### src/rtl/score_scheduler.sv
// Scoreboard sequencer: two saturating scores, shared BCD converter passes, 4-digit scan.
// Define LEADING_ZERO_BLANK_EN to blank zero tens digits on the display.
module score_scheduler #(
   parameter int REFRESH_DIV = 50000,
   parameter int MAX_SCORE   = 21
) (
   input  logic       clk,
   input  logic       rst,
   input  logic       inc_a,
   input  logic       inc_b,
   input  logic       dec_a,
   input  logic       dec_b,
   input  logic       clr,
   output logic [4:0] conv_x,
   input  logic [3:0] conv_n2,
   input  logic [3:0] conv_n1,
   output logic [4:0] score_a,
   output logic [4:0] score_b,
   output logic [1:0] winner,
   output logic [3:0] digit_sel,
   output logic [3:0] digit_bcd
);

   localparam int CNT_W = $clog2(REFRESH_DIV);
   localparam logic [4:0] MAX5 = 5'(MAX_SCORE);

   typedef enum logic [1:0] {IDLE, CAP_A, CAP_B} state_t;

   state_t           r_state, w_nextState;
   logic [4:0]       r_scoreA, r_scoreB, r_convX;
   logic [4:0]       w_nextA, w_nextB;
   logic [1:0]       r_winner, w_nextWinner;
   logic             r_dirty, w_changed;
   logic [5:0]       r_cacheA, r_cacheB;
   logic [1:0]       r_slot;
   logic [CNT_W-1:0] r_refreshCnt;
   logic [3:0]       r_digitSel, r_digitBcd, w_sel, w_bcd;
   logic             w_unusedN2;

   // Upper tens bits are always zero for a 0..31 input.
   assign w_unusedN2 = &conv_n2[3:2];

   always_comb begin
      w_nextA = r_scoreA;
      w_nextB = r_scoreB;
      if (clr) begin
         w_nextA = '0;
         w_nextB = '0;
      end else if (r_winner == 2'b00) begin
         if (inc_a && !dec_a && r_scoreA != MAX5)
            w_nextA = r_scoreA + 5'd1;
         else if (dec_a && !inc_a && r_scoreA != 5'd0)
            w_nextA = r_scoreA - 5'd1;
         if (inc_b && !dec_b && r_scoreB != MAX5)
            w_nextB = r_scoreB + 5'd1;
         else if (dec_b && !inc_b && r_scoreB != 5'd0)
            w_nextB = r_scoreB - 5'd1;
      end
   end

   always_comb begin
      w_nextWinner = r_winner;
      if (clr)
         w_nextWinner = 2'b00;
      else if (r_winner == 2'b00 && w_nextA == MAX5)
         w_nextWinner = 2'b01;
      else if (r_winner == 2'b00 && w_nextB == MAX5)
         w_nextWinner = 2'b10;
   end

   assign w_changed = clr || (w_nextA != r_scoreA) || (w_nextB != r_scoreB);

   always_ff @(posedge clk or posedge rst) begin
      if (rst) begin
         r_scoreA <= '0;
         r_scoreB <= '0;
         r_winner <= '0;
      end else begin
         r_scoreA <= w_nextA;
         r_scoreB <= w_nextB;
         r_winner <= w_nextWinner;
      end
   end

   always_ff @(posedge clk or posedge rst) begin
      if (rst) r_state <= IDLE;
      else     r_state <= w_nextState;
   end

   always_comb begin
      w_nextState = r_state;
      case (r_state)
         IDLE:    if (r_dirty) w_nextState = CAP_A;
         CAP_A:   w_nextState = CAP_B;
         CAP_B:   w_nextState = IDLE;
         default: w_nextState = IDLE;
      endcase
   end

   // A score change always wins over the IDLE clear, forcing another pass.
   always_ff @(posedge clk or posedge rst) begin
      if (rst) begin
         r_dirty  <= 1'b1;
         r_convX  <= '0;
         r_cacheA <= '0;
         r_cacheB <= '0;
      end else begin
         if (w_changed)
            r_dirty <= 1'b1;
         else if (r_state == IDLE && r_dirty)
            r_dirty <= 1'b0;
         case (r_state)
            IDLE: if (r_dirty) r_convX <= r_scoreA;
            CAP_A: begin
               r_cacheA <= {conv_n2[1:0], conv_n1};
               r_convX  <= r_scoreB;
            end
            CAP_B: r_cacheB <= {conv_n2[1:0], conv_n1};
            default: ;
         endcase
      end
   end

   always_ff @(posedge clk or posedge rst) begin
      if (rst) begin
         r_refreshCnt <= '0;
         r_slot       <= '0;
      end else if (r_refreshCnt == CNT_W'(REFRESH_DIV - 1)) begin
         r_refreshCnt <= '0;
         r_slot       <= r_slot + 2'd1;
      end else begin
         r_refreshCnt <= r_refreshCnt + 1'b1;
      end
   end

   always_comb begin
      w_sel = 4'b0000;
      w_bcd = 4'd0;
      case (r_slot)
         2'd0: begin w_sel = 4'b1000; w_bcd = {2'b00, r_cacheA[5:4]}; end
         2'd1: begin w_sel = 4'b0100; w_bcd = r_cacheA[3:0]; end
         2'd2: begin w_sel = 4'b0010; w_bcd = {2'b00, r_cacheB[5:4]}; end
         default: begin w_sel = 4'b0001; w_bcd = r_cacheB[3:0]; end
      endcase
`ifdef LEADING_ZERO_BLANK_EN
      if ((r_slot == 2'd0 && r_cacheA[5:4] == 2'b00) ||
          (r_slot == 2'd2 && r_cacheB[5:4] == 2'b00)) begin
         w_sel = 4'b0000;
         w_bcd = 4'd0;
      end
`endif
   end

   always_ff @(posedge clk or posedge rst) begin
      if (rst) begin
         r_digitSel <= '0;
         r_digitBcd <= '0;
      end else begin
         r_digitSel <= w_sel;
         r_digitBcd <= w_bcd;
      end
   end

   assign conv_x    = r_convX;
   assign score_a   = r_scoreA;
   assign score_b   = r_scoreB;
   assign winner    = r_winner;
   assign digit_sel = r_digitSel;
   assign digit_bcd = r_digitBcd;

endmodule

### config.mk
export PLATFORM = sky130hd
export DESIGN_NAME = score_scheduler
export DESIGN_NICKNAME = d
export VERILOG_FILES = /design/src/rtl/score_scheduler.sv
export SDC_FILE = /design/constraint.sdc
export NUM_CORES = 1
export LEC_CHECK = 0
export ABC_AREA = 0
export BUFFER_PORTS_ARGS = -buffer_cell sky130_fd_sc_hd__buf_2
export CAP_MARGIN = 10
export CORE_ASPECT_RATIO = 1.4
export CORE_UTILIZATION = 25
export CTS_CLUSTER_DIAMETER = 120
export DETAILED_ROUTE_END_ITERATION = 7
export HOLD_SLACK_MARGIN = 0.03
export PLACE_DENSITY = 0.39
export SLEW_MARGIN = 20
export SYNTH_ARGS = -nofsm -noshare
export SYNTH_HDL_FRONTEND = slang
export SYNTH_SLANG_ARGS = --single-unit
### constraint.sdc
create_clock -name clk -period 2.04 [get_ports clk]
set_clock_uncertainty 0.1 [all_clocks]
set_input_delay 0.306 -clock clk [delete_from_list [all_inputs] [get_ports clk]]
set_output_delay 0.306 -clock clk [all_outputs]
set_load 0.005 [all_outputs]
Word-level counts from Yosys, hierarchy flattened
Cells that the tools add are included.
{"block": "totals", "register_bits": 58, "out_inout_bits": 25}
{"block": "classes", "n_addsub": 6, "n_eq_ne": 12, "muxes": 20, "reduce_logical": 26}
{"cell": "$mux W5", "n": 9}
{"cell": "$pmux W4 S3", "n": 2}
{"cell": "$add A16 B1 Y16 const B", "n": 1}
{"cell": "$eq A16 B16 Y1 const B", "n": 1}
{"cell": "$mux W16", "n": 1}
{"cell": "$logic_and A1 B1 Y1", "n": 11}
{"cell": "$add A5 B1 Y5 const B", "n": 2}
{"cell": "$eq A5 B5 Y1 const B", "n": 2}
{"cell": "$ne A5 B5 Y1", "n": 2}
{"cell": "$ne A5 B5 Y1 const B", "n": 2}
{"cell": "$pmux W5 S2", "n": 1}
{"cell": "$reduce_bool A5 Y1", "n": 2}
{"cell": "$sub A5 B1 Y5 const B", "n": 2}
{"cell": "$mux W2", "n": 4}
{"cell": "$logic_not A2 Y1", "n": 3}
{"cell": "$eq A2 B1 Y1 const B", "n": 2}
{"cell": "$eq A2 B2 Y1 const B", "n": 2}
{"cell": "$logic_not A1 Y1", "n": 4}
{"cell": "$pmux W2 S2", "n": 1}
{"cell": "$reduce_bool A2 Y1", "n": 2}
{"cell": "$reduce_bool A3 Y1", "n": 1}
{"cell": "$add A2 B1 Y2 const B", "n": 1}
{"cell": "$logic_or A1 B1 Y1", "n": 2}
{"cell": "$mux W1", "n": 2}
{"cell": "other kinds (2)", "n": 2}

Depth between registers and ports, before layout
Gate-level depths: netlist of run 1.
{"block": "depth", "word_depth": 12, "ltp_mapped": 8}

Least setup slack after synthesis of run 1
No wires, ideal clock.
{"block": "synth_timing", "path_type": "flip-flop to flip-flop", "start": "register r_scoreA[1] (netlist: score_a[1])", "end": "register r_winner[1] (netlist: winner[1])", "setup_time_ns": 0.134, "arrival_time_ns": 1.796, "t_required_ns": 1.806, "setup_slack_ns": 0.010, "path_stages_with_launch": 9, "n_path_buf": 0, "synth_period_minus_slack_ns": 2.030, "cell_sequence": "dfrtp_1 inv_1 ha_1 nand4b_1 a32oi_1 xor2_1 a2111oi_2 nand4_1 nor3b_2"}
{"block": "synth_between", "elab_chain_cells": 10}
{"item": "start: declaration", "line_no": "30", "source": "logic [4:0] r_scoreA, r_scoreB, r_convX;"}
{"item": "start signal: assignment", "line_no": "79", "source": "r_scoreA <= w_nextA;"}
{"item": "parallel branches: the longest is 4 deep, another holds $sub A5 B1 Y5"}
{"item": "$mux W5 *", "line_no": "49", "source": "end else if (r_winner == 2'b00) begin"}
{"item": "$mux W5 *", "line_no": "46", "source": "if (clr) begin"}
{"item": "$eq A5 B5 Y1 *", "line_no": "65", "source": "else if (r_winner == 2'b00 && w_nextA == MAX5)"}
{"item": "$logic_and A1 B1 Y1 *", "line_no": "65"}
{"item": "$mux W2", "line_no": "65"}
{"item": "$mux W2", "line_no": "63", "source": "if (clr)"}
{"item": "end signal: assignment", "line_no": "81", "source": "r_winner <= w_nextWinner;"}
{"item": "end: declaration", "line_no": "32", "source": "logic [1:0] r_winner, w_nextWinner;"}
Every way passes the cells marked *.
A chain may end at the register's enable or synchronous reset.

Final worst setup path of run 1
{"block": "layout_timing", "start": "register r_scoreB[0] (netlist: score_b[0])", "end": "register r_winner[1] (netlist: winner[1])"}
{"block": "layout_between", "elab_chain_cells": 9}
{"item": "start: declaration", "line_no": "30"}
{"item": "start signal: assignment", "line_no": "80", "source": "r_scoreB <= w_nextB;"}
{"item": "parallel branches: the longest is 4 deep, another holds $sub A5 B1 Y5"}
{"item": "$mux W5 *", "line_no": "49"}
{"item": "$mux W5 *", "line_no": "46"}
{"item": "$eq A5 B5 Y1 *", "line_no": "67", "source": "else if (r_winner == 2'b00 && w_nextB == MAX5)"}
{"item": "$logic_and A1 B1 Y1 *", "line_no": "67"}
{"item": "$reduce_bool A3 Y1 (no source line) *"}
Marks and branches as above.

==> results.json, run 1 <==
{
  "seqCellArea_um2": 1450,
  "first_pass_iters": 4,
  "synth_edf_count": 0,
  "grtUsageTotal_pct": 13.1,
  "final_cells": 509,
  "cts_tree": "yes",
  "cts-root-buf": "clkbuf_16",
  "sw_frac_of_total_pct": 29.0,
  "dp_hpwl_mm": 5.13,
  "vias_per_cell": 4.52,
  "vias": 2301,
  "synth.largest_area_cell": "dfrtp_1",
  "critical_path_class": "reg2reg",
  "p_per_area_nw_per_um2": 923,
  "io_pins": 40,
  "clkLatencyLatePin_ps": 330,
  "hold_class": "in2reg",
  "route.detailed.drc": 0,
  "grt_remaining_overflow": 0,
  "clk_pin_slew_ps": 50,
  "fin_nets": 388,
  "ys_seq_area_share_pct": 48.9,
  "pwr-share-clk_pct": 36.7,
  "ir_worst_vdd_mv": 0.408,
  "drive_gt1_share_pct": 39.3,
  "gp_congestion": 0.766,
  "first_global_vias": 2407,
  "ys.flop_type": "dfrtp_1",
  "multi_input_area_um2": 1590,
  "p_seq_share_pct": 39.7,
  "syn-cell-area_um2": 2970,
  "yosys_warnings": 0,
  "tightest_slew_ps": 430,
  "combPwrFrac_pct": 23.6,
  "drtIter0Drc": 90,
  "ant_nets": 0,
  "syn_nets": 305,
  "place_inst": 483,
  "core_area_um2": 11500,
  "antenna_found_initial": 0,
  "area_growth_syn_to_layout_pct": 37.7,
  "setup-tns-final_ps": -29.2,
  "p_leak_nw": 1.87,
  "slew_headroom_pct": 70.9,
  "die_x_um": 94.1,
  "grt_pass1_wl_mm": 12.0,
  "netlist.area_leader.share_pct": 48.0,
  "cts_made_buffers": 9,
  "crit_family": "simple AND/OR/NAND/NOR gates",
  "crit_arrival_ps": 2210,
  "synthDistinctLibCells": 57,
  "fillers": 1143,
  "endpoint_kind": "flip-flop",
  "cts_sinks": 58,
  "ys_seq_elements": 58,
  "setup.worst_path.start_class": "flip-flop",
  "internal_power_mw": 2.68,
  "finalPower_mw": 3.77,
  "failed_checks": "negative setup slack",
  "crit_top_cell": "buf_4",
  "path_max_fanout": 4,
  "slew_violations": 0,
  "outcome": "complete, but fails checks",
  "fin_crit_ps": 2060,
  "max_stage_delay_ps": 510,
  "io_buffers": 37,
  "switching_power_mw": 1.09,
  "ys_top_cells_by_area": "dfrtp_1 (48%), ha_1 (5.9%), mux2_2 (4.2%)",
  "maxCapViolCount": 0,
  "cts_htree_levels": 3,
  "die_y_um": 131,
  "rows": 46,
  "initial_core_util_pct": 25.9,
  "syn_area_per_cell_um2": 10.8,
  "setup_violations": 2,
  "async_flop_share_pct": 100,
  "hold_viol_final": 0,
  "rrSetupSlack_ps": -20,
  "fmaxAchievable_ghz": 0.486,
  "critical-path-slowest-cell": "or4_1",
  "crit_chain": "buf_4, buf_4, or4_1, o22ai_2, xnor2_2, a41oi_2, nor3b_2",
  "wirelength_mm": 7.40,
  "cp_num_buf_inv": 2,
  "cts_max_path_buffers": 2,
  "dieArea_um2": 12300,
  "worst_slack_ps": -19.4,
  "detail_route.wl_per_cell_um": 14.5,
  "rsz0062_at_grt": "yes",
  "netlist_instances": 276,
  "period_share_pct": 101,
  "critPathRequiredTime_ps": 2190,
  "grt_max_degree": 59
}
[stage by stage]
| stage | setup slack [ps] | instance area [µm²] | utilization (%) | hold slack [ps] |
|---|---|---|---|---|
| 2_1_floorplan | 10.4 | 2970 | - | 323 |
| 3_3_place_gp | -136 | 3570 | 31.1 | 299 |
| 3_5_place_dp | -163 | 3570 | 31.1 | 297 |
| 4_1_cts | -20.9 | 3970 | 34.7 | 91.2 |
| 5_1_grt | -84.6 | 4090 | 35.7 | 102 |
| 6_report | -19.4 | 4090 | 35.7 | 114 |
[power by group through the flow]
stage	sequential (mW)	clock, mW	combinational [mW]
after global routing	1.53	1.47	0.983
after detailed placement	1.52	0	0.810
after floorplan	1.49	0	0.523
after global placement	1.52	0	0.804
after CTS	1.50	1.43	0.865
final	1.50	1.38	0.890
[worst reg2reg max path, cell delays in order (launching register included)]
cell	delay, ps
dfrtp_1	380
buf_4	160
buf_4	150
or4_1	510
o22ai_2	190
xnor2_2	170
a41oi_2	150
nor3b_2	160
[kinds of logic (layout without fill, tap and decap cells)]
group | after synthesis | in the layout | share of synthesized area [%]
other | 0 | 1 | 0
AND/OR/NAND/NOR | 99 | 99 | 17.9
AO/OA/AOI/OAI | 48 | 48 | 12.8
buffers and inverters | 24 | 112 | 3.29
flip-flops | 58 | 58 | 48.9
XOR/XNOR | 18 | 18 | 5.31
multiplexers | 15 | 15 | 5.86
adder cells (fa/ha/maj) | 14 | 14 | 5.90
[state kept, by name, indices dropped and copies added, names as in the netlist]
signal / count
conv_x: 5
digit_bcd: 4
digit_sel: 4
r_cacheA: 6
r_cacheB: 6
r_dirty: 1
r_refreshCnt: 16
r_slot: 2
r_state: 2
score_a: 5
score_b: 5
winner: 2
[synthesized netlist by cell type, drive strengths merged, types with 3 or more instances]
library cell / number
nand4: 3
nand3: 14
xnor2: 9
dfrtp: 57
and3: 7
nor2: 25
nor2b: 8
xor2: 9
nand4b: 3
inv: 16
mux2: 13
nand2: 22
nor3: 3
or2: 4
a2bb2oi: 3
a21oi: 5
clkbuf: 7
a22oi: 5
ha: 14
o21ai: 15
[area by class of cell]
cell class,count,area share (%)
Antenna cell,1,0.0612
Clock buffer,11,5.94
Clock inverter,5,0.734
Inverter,16,1.47
Multi-Input combinational cell,194,39.0
Sequential cell,58,35.6
Tap cell,144,4.41
Timing Repair Buffer,80,12.9
[timing repair]
item                                    CTS  global route
buffers inserted                          3             5
endpoints found under the hold margin    57             0
endpoints found under the setup margin    1             2
cloned                                    0             0
resized for setup                        19            14
pin swaps                                 7            11
hold buffers                              1             0
[worst paths after layout]
check                      startpoint                to  cells after the start
setup / recovery           score_b[0]         winner[1]                      7
hold / removal             conv_n1[0]       r_cacheB[0]                      3
setup reg to reg           score_b[0]         winner[1]                      7
hold reg to reg             conv_x[4]         conv_x[4]                      2
max in group asynchronous         rst           r_dirty                      4
min in group asynchronous         rst  r_refreshCnt[10]                      4
[layout by cell type (no fill, tap or decap), types with 3 or more instances in the layout]
cell type	netlist	routed
nand2_1	22	22
nand3_1	14	13
buf_2	0	37
clkbuf_16	0	9
clkinv_2	0	3
xnor2_1	9	7
xor2_1	9	9
ha_1	14	9
nor2b_1	7	7
ha_4	0	3
and3_1	7	6
mux2_2	11	11
inv_1	16	14
dfrtp_1	57	56
nand4_1	3	3
nor2_1	25	25
a21oi_1	4	4
o21ai_0	14	14
a22oi_1	5	5
buf_4	0	40
[layer usage]
metal | global-route usage (%) | up-vias | part of all wire (%)
met1 | 15.0 | 1110 | 43
met3 | 3.41 | 12 | 3.4
met5 | 0 | - | 0
li1 | - | 1145 | -
met2 | 22.3 | 34 | 52
met4 | 6.52 | 0 | 1.8
No activity file was read; power rests on OpenSTA's default activity.
==> run 2, diff against run 1 <==
--- a/config.mk
+++ b/config.mk
@@ -5,7 +5,6 @@
 export SDC_FILE = /design/constraint.sdc
 export NUM_CORES = 1
 export LEC_CHECK = 0
-export ABC_AREA = 0
 export BUFFER_PORTS_ARGS = -buffer_cell sky130_fd_sc_hd__buf_2
 export CAP_MARGIN = 10
 export CORE_ASPECT_RATIO = 1.4
==> constraint.sdc (replaced) <==
create_clock -name clk -period 2.04 [get_ports clk]
set_clock_uncertainty 0.1 [all_clocks]
set_input_delay 0.102 -clock clk [delete_from_list [all_inputs] [get_ports clk]]
set_output_delay 0.102 -clock clk [all_outputs]
set_load 0.005 [all_outputs]
==> results.json, run 2 (same netlist as run 1, synthesis figures left out) <==
{
  "largest_registers": "r_refreshCnt x16, r_cacheA x6, r_cacheB x6",
  "finalPower_mw": 4.04,
  "hold_class": "in2reg",
  "endpoint_kind": "flip-flop",
  "drtIter0Drc": 64,
  "tightest_slew_ps": 443,
  "period_share_pct": 99.4,
  "mostFrequentLayoutCells": "dfrtp_1 (56), buf_4 (40), buf_2 (37), nor2_1 (25), nand2_1 (20)",
  "die_x_um": 94.1,
  "fin_nets": 398,
  "ant_nets": 0,
  "initial_core_util_pct": 25.9,
  "final_common_cell": "dfrtp_1",
  "antenna_found_initial": 0,
  "setup-tns-final_ps": 0,
  "hold_viol_final": 0,
  "critPathRequiredTime_ps": 2190,
  "crit_arrival_ps": 2170,
  "cts_tree": "yes",
  "drive_gt1_share_pct": 40.4,
  "grt_max_degree": 41,
  "die_y_um": 131,
  "cts-root-buf": "clkbuf_16",
  "cts_made_buffers": 9,
  "rows": 46,
  "gp_congestion": 0.733,
  "clk_pin_slew_ps": 50,
  "fmaxAchievable_ghz": 0.493,
  "ir_worst_vdd_mv": 0.589,
  "grt_pass1_wl_mm": 12.2,
  "vias": 2406,
  "p_per_area_nw_per_um2": 953,
  "dieArea_um2": 12300,
  "detail_route.wl_per_cell_um": 14.6,
  "top_register": "r_refreshCnt",
  "vias_per_cell": 4.64,
  "route.detailed.drc": 0,
  "grtUsageTotal_pct": 13.2,
  "setup.worst_path.start_class": "flip-flop",
  "cts_max_path_buffers": 2,
  "fillers": 1180,
  "area_growth_syn_to_layout_pct": 42.9,
  "fin_crit_ps": 2030,
  "dp_hpwl_mm": 5.42,
  "grt_remaining_overflow": 0,
  "cts_sinks": 58,
  "io_pins": 40,
  "largest_register_ffs": 16,
  "slew_violations": 0,
  "insertedDiodeCount": 0,
  "outcome": "finished, final reports clean",
  "setup_violations": 0,
  "critical_path_class": "reg2reg",
  "path_max_fanout": 5,
  "p_leak_nw": 1.93,
  "wirelength_mm": 7.56,
  "first_pass_iters": 4,
  "maxCapViolCount": 0,
  "slew_headroom_pct": 70.0,
  "io_buffers": 37,
  "core_area_um2": 11500,
  "cts_htree_levels": 3,
  "rsz0062_at_grt": "yes",
  "first_global_vias": 2397,
  "clkLatencyLatePin_ps": 320
}
[run 2: cell types whose count changed in the layout (fill, tap and decap cells not counted), moves of 2 or more]
cell,before,now
dlygate4sd3_1,1,7
buf_6,1,5
a21oi_1,4,2
a21oi_2,1,3
bufinv_16,0,2
inv_1,14,12
inv_2,2,4
nand2_1,22,20
nand2_2,0,2
[run 2: worst paths after layout]
check,start,end,slack [ps],depth (start not counted)
worst min register to register,conv_x[4],conv_x[4],370,2
worst max-delay path,score_b[1],winner[1],10,8
min in group asynchronous,rst,score_a[0],230,3
max in group asynchronous,rst,r_dirty,1000,4
worst max register to register,score_b[1],winner[1],10,8
worst min-delay path,clr,score_a[2],90,2
[run 2: cell type report]
cell class | instances | area [µm²] | share of cell area, %
timing repair buffer | 90 | 632 | 14.9
tap | 144 | 180 | 4.25
inverter | 16 | 60.1 | 1.42
clock buffer | 11 | 243 | 5.72
clock inverter | 5 | 77.6 | 1.83
sequential | 58 | 1450 | 34.3
multi-input combinational | 194 | 1600 | 37.6
[run 2: power breakdown]
part,total [mW],internal [mW],switching (mW)
logic,0.940,0.507,0.433
clock network,1.61,1.10,0.509
registers,1.50,1.36,0.135
total,4.04,2.97,1.08
[run 2: routing by layer]
metal | up-vias | track usage, % | wire length (µm)
li1 | 1157 | - | -
met1 | 1195 | 15.0 | 3210
met5 | - | 0 | 0
met2 | 36 | 23.1 | 3850
met3 | 18 | 3.30 | 259
met4 | 0 | 6.24 | 233
[run 2: critical path, cell delays in order (launching register included)]
cell and delay, ps:
dfrtp_1 400, inv_2 110, ha_4 140, inv_2 40, o311ai_4 390, nor3_2 120, nor4_4 310, a41oi_2 160
nor3b_2 190
[run 2: per-stage QoR]
| stage | utilization (%) | worst slack (ps) | hold slack, ps | cells | instance area (µm²) |
|---|---|---|---|---|---|
| final | 37.1 | 12.0 | 94.9 | 518 | 4240 |
| after global routing | 37.1 | -86.5 | 130 | 518 | 4240 |
| after CTS | 35.9 | 3.16 | 87.2 | 513 | 4110 |
| after detailed placement | 31.1 | -83.0 | 36.6 | 482 | 3560 |
| after global placement | 31.1 | -101 | 36.5 | 482 | 3560 |
| after floorplan | - | 10.4 | 119 | 276 | 2970 |
[run 2: what timing repair did]
| action | in CTS | in global routing |
|---|---|---|
| pin swaps | 13 | 17 |
| buffers inserted | 8 | 5 |
| hold endpoints to repair | 30 | 0 |
| resized for setup | 18 | 22 |
| hold buffers | 7 | 0 |
| setup endpoints to repair | 1 | 4 |
